[config.mk]
export PLATFORM = sky130hd
export DESIGN_NAME = otter_iobus_uart_tx
export DESIGN_NICKNAME = d
export VERILOG_FILES = /design/src/rtl/otter_iobus_uart_tx.sv
export SDC_FILE = /design/constraint.sdc
export NUM_CORES = 1
export LEC_CHECK = 0
export ABC_CLOCK_PERIOD_IN_PS = 4990
export CORE_MARGIN = 8
export CORE_UTILIZATION = 34
export DETAILED_ROUTE_END_ITERATION = 6
export GPL_TIMING_DRIVEN = 0
export PLACE_DENSITY = 0.54
export SKIP_CTS_REPAIR_TIMING = 1
export SYNTH_ARGS = -nofsm -noshare
export SYNTH_HDL_FRONTEND = slang
export SYNTH_SLANG_ARGS = --single-unit
[constraint.sdc]
create_clock -name CLK -period 4.99 [get_ports CLK]
set_clock_uncertainty 0.15 [all_clocks]
set_input_delay 0.7485 -clock CLK [delete_from_list [all_inputs] [get_ports CLK]]
set_output_delay 0.7485 -clock CLK [all_outputs]
set_load 0.01 [all_outputs]
[src/rtl/otter_iobus_uart_tx.sv]
// otter_iobus_uart_tx
// Memory-mapped 8N1 UART transmitter on the OTTER IOBUS. Stores to TXDATA
// queue a byte in a small FIFO; a transmit FSM drains the FIFO onto TX with
// no idle gap between queued frames. STATUS reports FIFO and line state.
//
// Ports:
//   CLK           clock, rising edge
//   RESET_N       asynchronous active-low reset
//   IOBUS_ADDR    byte address from the CPU
//   IOBUS_OUT     write data from the CPU
//   IOBUS_WR      one-cycle write strobe
//   IOBUS_RD_DATA combinational read data (ORed into IOBUS_IN at top level)
//   TX            registered serial line, idles high
//   TX_BUSY       registered, high while a frame is on the line
//
// Registers:
//   BASE_ADDR     TXDATA  write: push IOBUS_OUT[7:0]; read: 0
//   BASE_ADDR+4   STATUS  read: {24'b0, count[3:0], ovf, busy, empty, full}
//                         write: IOBUS_OUT[3]=1 clears ovf
module otter_iobus_uart_tx #(
    parameter logic [31:0] BASE_ADDR  = 32'h1100_0100,
    parameter int unsigned CLK_RATE   = 50,
    parameter int unsigned BAUD       = 115200,
    parameter int unsigned FIFO_DEPTH = 8
) (
    input  logic        CLK,
    input  logic        RESET_N,
    input  logic [31:0] IOBUS_ADDR,
    input  logic [31:0] IOBUS_OUT,
    input  logic        IOBUS_WR,
    output logic [31:0] IOBUS_RD_DATA,
    output logic        TX,
    output logic        TX_BUSY
);

    // Bit period in clocks, rounded to nearest
    localparam longint unsigned DIV_L =
        (64'(CLK_RATE) * 64'd1000000 + 64'(BAUD / 2)) / 64'(BAUD);
    localparam int unsigned DIV = 32'(DIV_L);
    localparam int unsigned BCW = (DIV > 1) ? $clog2(DIV) : 1;
    localparam int unsigned PW  = (FIFO_DEPTH > 1) ? $clog2(FIFO_DEPTH) : 1;
    localparam int unsigned CW  = $clog2(FIFO_DEPTH + 1);

    localparam logic [BCW-1:0] BAUD_LAST   = BCW'(DIV - 1);
    localparam logic [31:0]    STATUS_ADDR = BASE_ADDR + 32'd4;

    typedef enum logic [1:0] {
        ST_IDLE,
        ST_START,
        ST_DATA,
        ST_STOP
    } state_t;

    // ------------------------------------------------------------------
    // Bus decode
    // ------------------------------------------------------------------
    logic wr_data_c;
    logic wr_status_c;
    logic push_c;
    logic pop_c;

    assign wr_data_c   = IOBUS_WR && (IOBUS_ADDR == BASE_ADDR);
    assign wr_status_c = IOBUS_WR && (IOBUS_ADDR == STATUS_ADDR);

    // Only the low byte and the ovf-clear bit carry meaning
    logic unused_wdata;
    assign unused_wdata = ^IOBUS_OUT[31:8];

    // ------------------------------------------------------------------
    // FIFO
    // ------------------------------------------------------------------
    logic [7:0]    mem [FIFO_DEPTH];
    logic [PW-1:0] wr_ptr_q;
    logic [PW-1:0] rd_ptr_q;
    logic [CW-1:0] count_q;
    logic          full_c;
    logic          empty_c;
    logic [7:0]    head_c;

    assign full_c  = (count_q == CW'(FIFO_DEPTH));
    assign empty_c = (count_q == '0);
    assign head_c  = mem[rd_ptr_q];

    // Full is sampled before the edge, so a write that coincides with a
    // pop from a full FIFO is still dropped.
    assign push_c = wr_data_c && !full_c;

    // Storage array has no reset; only pointers and count define contents
    always_ff @(posedge CLK) begin
        if (push_c) begin
            mem[wr_ptr_q] <= IOBUS_OUT[7:0];
        end
    end

    // Pointers and occupancy
    always_ff @(posedge CLK or negedge RESET_N) begin
        if (!RESET_N) begin
            wr_ptr_q <= '0;
            rd_ptr_q <= '0;
            count_q  <= '0;
        end else begin
            if (push_c) begin
                wr_ptr_q <= wr_ptr_q + PW'(1);
            end
            if (pop_c) begin
                rd_ptr_q <= rd_ptr_q + PW'(1);
            end
            case ({push_c, pop_c})
                2'b10:   count_q <= count_q + CW'(1);
                2'b01:   count_q <= count_q - CW'(1);
                default: count_q <= count_q;
            endcase
        end
    end

    // Sticky overflow flag
    logic ovf_q;

    always_ff @(posedge CLK or negedge RESET_N) begin
        if (!RESET_N) begin
            ovf_q <= 1'b0;
        end else if (wr_status_c && IOBUS_OUT[3]) begin
            ovf_q <= 1'b0;
        end else if (wr_data_c && full_c) begin
            ovf_q <= 1'b1;
        end
    end

    // ------------------------------------------------------------------
    // Transmit FSM
    // ------------------------------------------------------------------
    state_t         state_q;
    state_t         state_d;
    logic [BCW-1:0] baud_q;
    logic [BCW-1:0] baud_d;
    logic [2:0]     bit_q;
    logic [2:0]     bit_d;
    logic [7:0]     shift_q;
    logic [7:0]     shift_d;
    logic           tx_q;
    logic           tx_d;
    logic           busy_q;
    logic           busy_d;
    logic           baud_end_c;

    assign baud_end_c = (baud_q == BAUD_LAST);

    // State and datapath registers; TX idles high through reset
    always_ff @(posedge CLK or negedge RESET_N) begin
        if (!RESET_N) begin
            state_q <= ST_IDLE;
            baud_q  <= '0;
            bit_q   <= '0;
            shift_q <= '0;
            tx_q    <= 1'b1;
            busy_q  <= 1'b0;
        end else begin
            state_q <= state_d;
            baud_q  <= baud_d;
            bit_q   <= bit_d;
            shift_q <= shift_d;
            tx_q    <= tx_d;
            busy_q  <= busy_d;
        end
    end

    // Next-state, pop request and next line value
    always_comb begin
        state_d = state_q;
        baud_d  = baud_q;
        bit_d   = bit_q;
        shift_d = shift_q;
        pop_c   = 1'b0;

        case (state_q)
            ST_IDLE: begin
                if (!empty_c) begin
                    pop_c   = 1'b1;
                    shift_d = head_c;
                    baud_d  = '0;
                    state_d = ST_START;
                end
            end
            ST_START: begin
                if (baud_end_c) begin
                    baud_d  = '0;
                    bit_d   = '0;
                    state_d = ST_DATA;
                end else begin
                    baud_d = baud_q + BCW'(1);
                end
            end
            ST_DATA: begin
                if (baud_end_c) begin
                    baud_d  = '0;
                    shift_d = {1'b0, shift_q[7:1]};
                    bit_d   = bit_q + 3'd1;
                    if (bit_q == 3'd7) begin
                        state_d = ST_STOP;
                    end
                end else begin
                    baud_d = baud_q + BCW'(1);
                end
            end
            ST_STOP: begin
                if (baud_end_c) begin
                    baud_d = '0;
                    // Chain straight into the next frame when data is waiting
                    if (!empty_c) begin
                        pop_c   = 1'b1;
                        shift_d = head_c;
                        state_d = ST_START;
                    end else begin
                        state_d = ST_IDLE;
                    end
                end else begin
                    baud_d = baud_q + BCW'(1);
                end
            end
            default: begin
                state_d = ST_IDLE;
            end
        endcase

        // Line level follows the state being entered so TX stays registered
        case (state_d)
            ST_START: tx_d = 1'b0;
            ST_DATA:  tx_d = shift_d[0];
            default:  tx_d = 1'b1;
        endcase

        busy_d = (state_d != ST_IDLE);
    end

    assign TX      = tx_q;
    assign TX_BUSY = busy_q;

    // ------------------------------------------------------------------
    // Read mux
    // ------------------------------------------------------------------
    logic [3:0] count_sat_c;

    assign count_sat_c = (32'(count_q) > 32'd15) ? 4'hF : 4'(count_q);

    always_comb begin
        IOBUS_RD_DATA = '0;
        if (IOBUS_ADDR == STATUS_ADDR) begin
            IOBUS_RD_DATA = {24'b0, count_sat_c, ovf_q, busy_q, empty_c, full_c};
        end
    end

endmodule

==> impl_metrics.json <==
{
  "yosysWarnings": 0,
  "drt_wl_total_um": 9930,
  "vias": 2930,
  "cp.required_ns": 4.09,
  "layout_common_cells": "edfxtp_1, clkdlybuf4s50_1, dfrtp_1",
  "ys_ff_latch": 99,
  "cts_tree": "done",
  "yosysSeqAreaShare_pct": 58.0,
  "cpPeakStageDelay_ns": 0.54,
  "routabilityCongestion": 0.748,
  "wl_per_cell_um": 16.3,
  "setup_violations": 0,
  "drive_gt1_share_pct": 17.5,
  "status": "complete, no violations",
  "wl_met3_um": 484,
  "synth_cells": 339,
  "met1_length_um": 4300,
  "synth_area_leaders": "edfxtp_1, dfrtp_1, mux4_1, buf_4, ha_1",
  "die-area_um2": 18300,
  "tightest_slew_ns": 0.926,
  "p_leak_nw": 2.32,
  "routed_via_density": 4.81,
  "grt_pass1_vias": 2971,
  "preCtsSetupSlack_ns": 1.09,
  "cp-end-kind": "output port",
  "cts_sinks": 99,
  "ant_nets": 0,
  "max_freq_ghz": 0.259,
  "avgSynthCellArea_um2": 14.2,
  "hold_viol": 0,
  "fin_setup_tns_ns": 0,
  "worst_slack_ns": 1.12,
  "crit_top_cell": "clkdlybuf4s50_1",
  "start_util_pct": 34.8,
  "die-width_um": 135,
  "grt_pass1_wl_um": 16100,
  "drc": 0,
  "clk_pin_slew_ns": 0.07,
  "cts_made_buffers": 9,
  "grt_start_max_net_pins": 36,
  "critical_path_class": "in2out",
  "grt_overflow": 0,
  "yosysUniqueCellTypes": 58,
  "chipHeight_um": 135,
  "clk-insertion-delay-late_ns": 0.34,
  "syn2layout_area_growth_pct": 22.8,
  "syn_area_um2": 4830,
  "core_area_um2": 13900,
  "io_pins": 101,
  "final_cells": 609,
  "wl_met2_um": 4990,
  "power-per-cell-area_nw_per_um2": 282,
  "row_count": 43,
  "cts.path.max_buffers": 2,
  "fin_crit_ns": 3.87,
  "root_buffer": "clkbuf_16",
  "antenna_found_initial": 0,
  "relSlewSlack_pct": 38.0,
  "arrival_ns": 2.97,
  "placedCellCount": 593,
  "r2r_slack_ns": 1.92,
  "grt_util_all_layers_pct": 11.5,
  "yosysTopAreaCellShare_pct": 39.8,
  "diodes": 0,
  "path_cells": "clkdlybuf4s50_1, nor4b_1, nand4_1, nor2_1, and3_1, clkdlybuf4s50_1",
  "min_period_over_period_pct": 77.5,
  "cap_violations": 0,
  "hold_path.class": "in2async",
  "peakVddDrop_v": 0.000188,
  "slowest_stage": "clkdlybuf4s50_1",
  "synth_area_leader_cell": "edfxtp_1",
  "dpl.hpwl_um": 6990,
  "dr.pass1.iters": 4,
  "mostFrequentLayoutCell": "edfxtp_1",
  "cts_max_level": 3,
  "cp-start-kind": "input port",
  "nets": 505,
  "portBuffers": 51,
  "hold_ws_ns": 0.352,
  "slew_violations": 0,
  "first_iter_violations": 140,
  "cp_max_fo": 9,
  "final_util_pct": 42.7,
  "dr.max_layer_used": "met4",
  "rsz0062_at_grt": "false"
}
-- cell type report --
class                           count  area (um^2)
Fill cell                        1306         7950
Multi-Input combinational cell    217         1790
Sequential cell                    99         2800
Timing Repair Buffer               51          505
Tap cell                          180          225
Clock inverter                      6         46.3
Clock buffer                       10          229
Buffer                             37          300
Inverter                            9         33.8
-- Yosys cell counts (all sizes together) --
cell type	n
mux4	16
conb	1
o22a	1
or4	1
and4bb	1
nand2	19
xnor2	3
edfxtp	64
and2	2
xor2	7
nor3	6
nor3b	1
a311oi	2
inv	9
mux2i	4
o21ai	18
a21oi	6
nand4b	1
buf	33
dfstp	1
a22o	16
o41ai	1
nand3b	1
nand3	4
nor4	6
o211ai	1
a32o	1
nor2	19
ha	14
and3	9
o32ai	1
nor4b	4
dfrtp	34
and2b	1
nand4	3
and4b	1
nand2b	5
clkbuf	4
nor4bb	1
o22ai	1
mux2	11
a31oi	3
o221ai	1
o31ai	1
-- worst max-delay path, delay by kind of cell --
kind                   cells  cell delay [ns]
buffers and inverters      2             0.94
AND/OR/NAND/NOR            4             1.27
-- where the power goes --
group          switching [mW]  internal (mW)  total, mW  leakage, nW
logic                  0.0386         0.0627      0.101         1.13
clock network           0.312          0.343      0.655        0.132
registers              0.0163          0.900      0.916         1.06
total                   0.367           1.31       1.67         2.32
-- worst paths after layout --
path                                 from                to  cells after the start
setup / recovery           IOBUS_ADDR[11]  IOBUS_RD_DATA[0]                      6
hold / removal                    RESET_N         baud_q[3]                      1
setup reg to reg                baud_q[0]        count_q[2]                     12
hold reg to reg                  bit_q[2]          bit_q[2]                      1
max in group asynchronous         RESET_N       rd_ptr_q[0]                      1
min in group CLK                 bit_q[2]          bit_q[2]                      1
-- through the flow --
| step | power [mW] | area (um^2) |
|---|---|---|
| after floorplan | 0.981 | 4910 |
| after global placement | 1.03 | 5650 |
| after detailed placement | 1.03 | 5650 |
| after CTS | 1.70 | 5930 |
| after global routing | 1.75 | 5930 |
| final | 1.67 | 5930 |
-- cells by family (layout without fill, tap and decap cells) --
kind of cell             Yosys count  after routing  synth area share [%]
flip-flops                        99             99                  58.0
XOR/XNOR                          10             10                  1.82
multiplexers                      31             31                  11.6
AND/OR/NAND/NOR                   85             85                  9.98
AO/OA/AOI/OAI                     53             53                  7.93
buffers and inverters             46            113                  6.92
other                              1             24                0.0777
adder cells (fa/ha/maj)           14             14                  3.63
-- sequential cells by signal, summed over array words and instances (netlist names) --
register,flops
wr_ptr_q,3
shift_q,8
rd_ptr_q,3
state_q,2
mem,64
bit_q,3
ovf_q,1
baud_q,9
TX,1
TX_BUSY,1
count_q,4
-- per-layer routing --
metal,vias to the layer above,track usage (%)
li1,1429,-
met1,1436,13.6
met2,51,19.5
met3,14,3.12
met4,0,4.07
met5,-,0
Note: power is estimated with default switching activity, not from simulation.
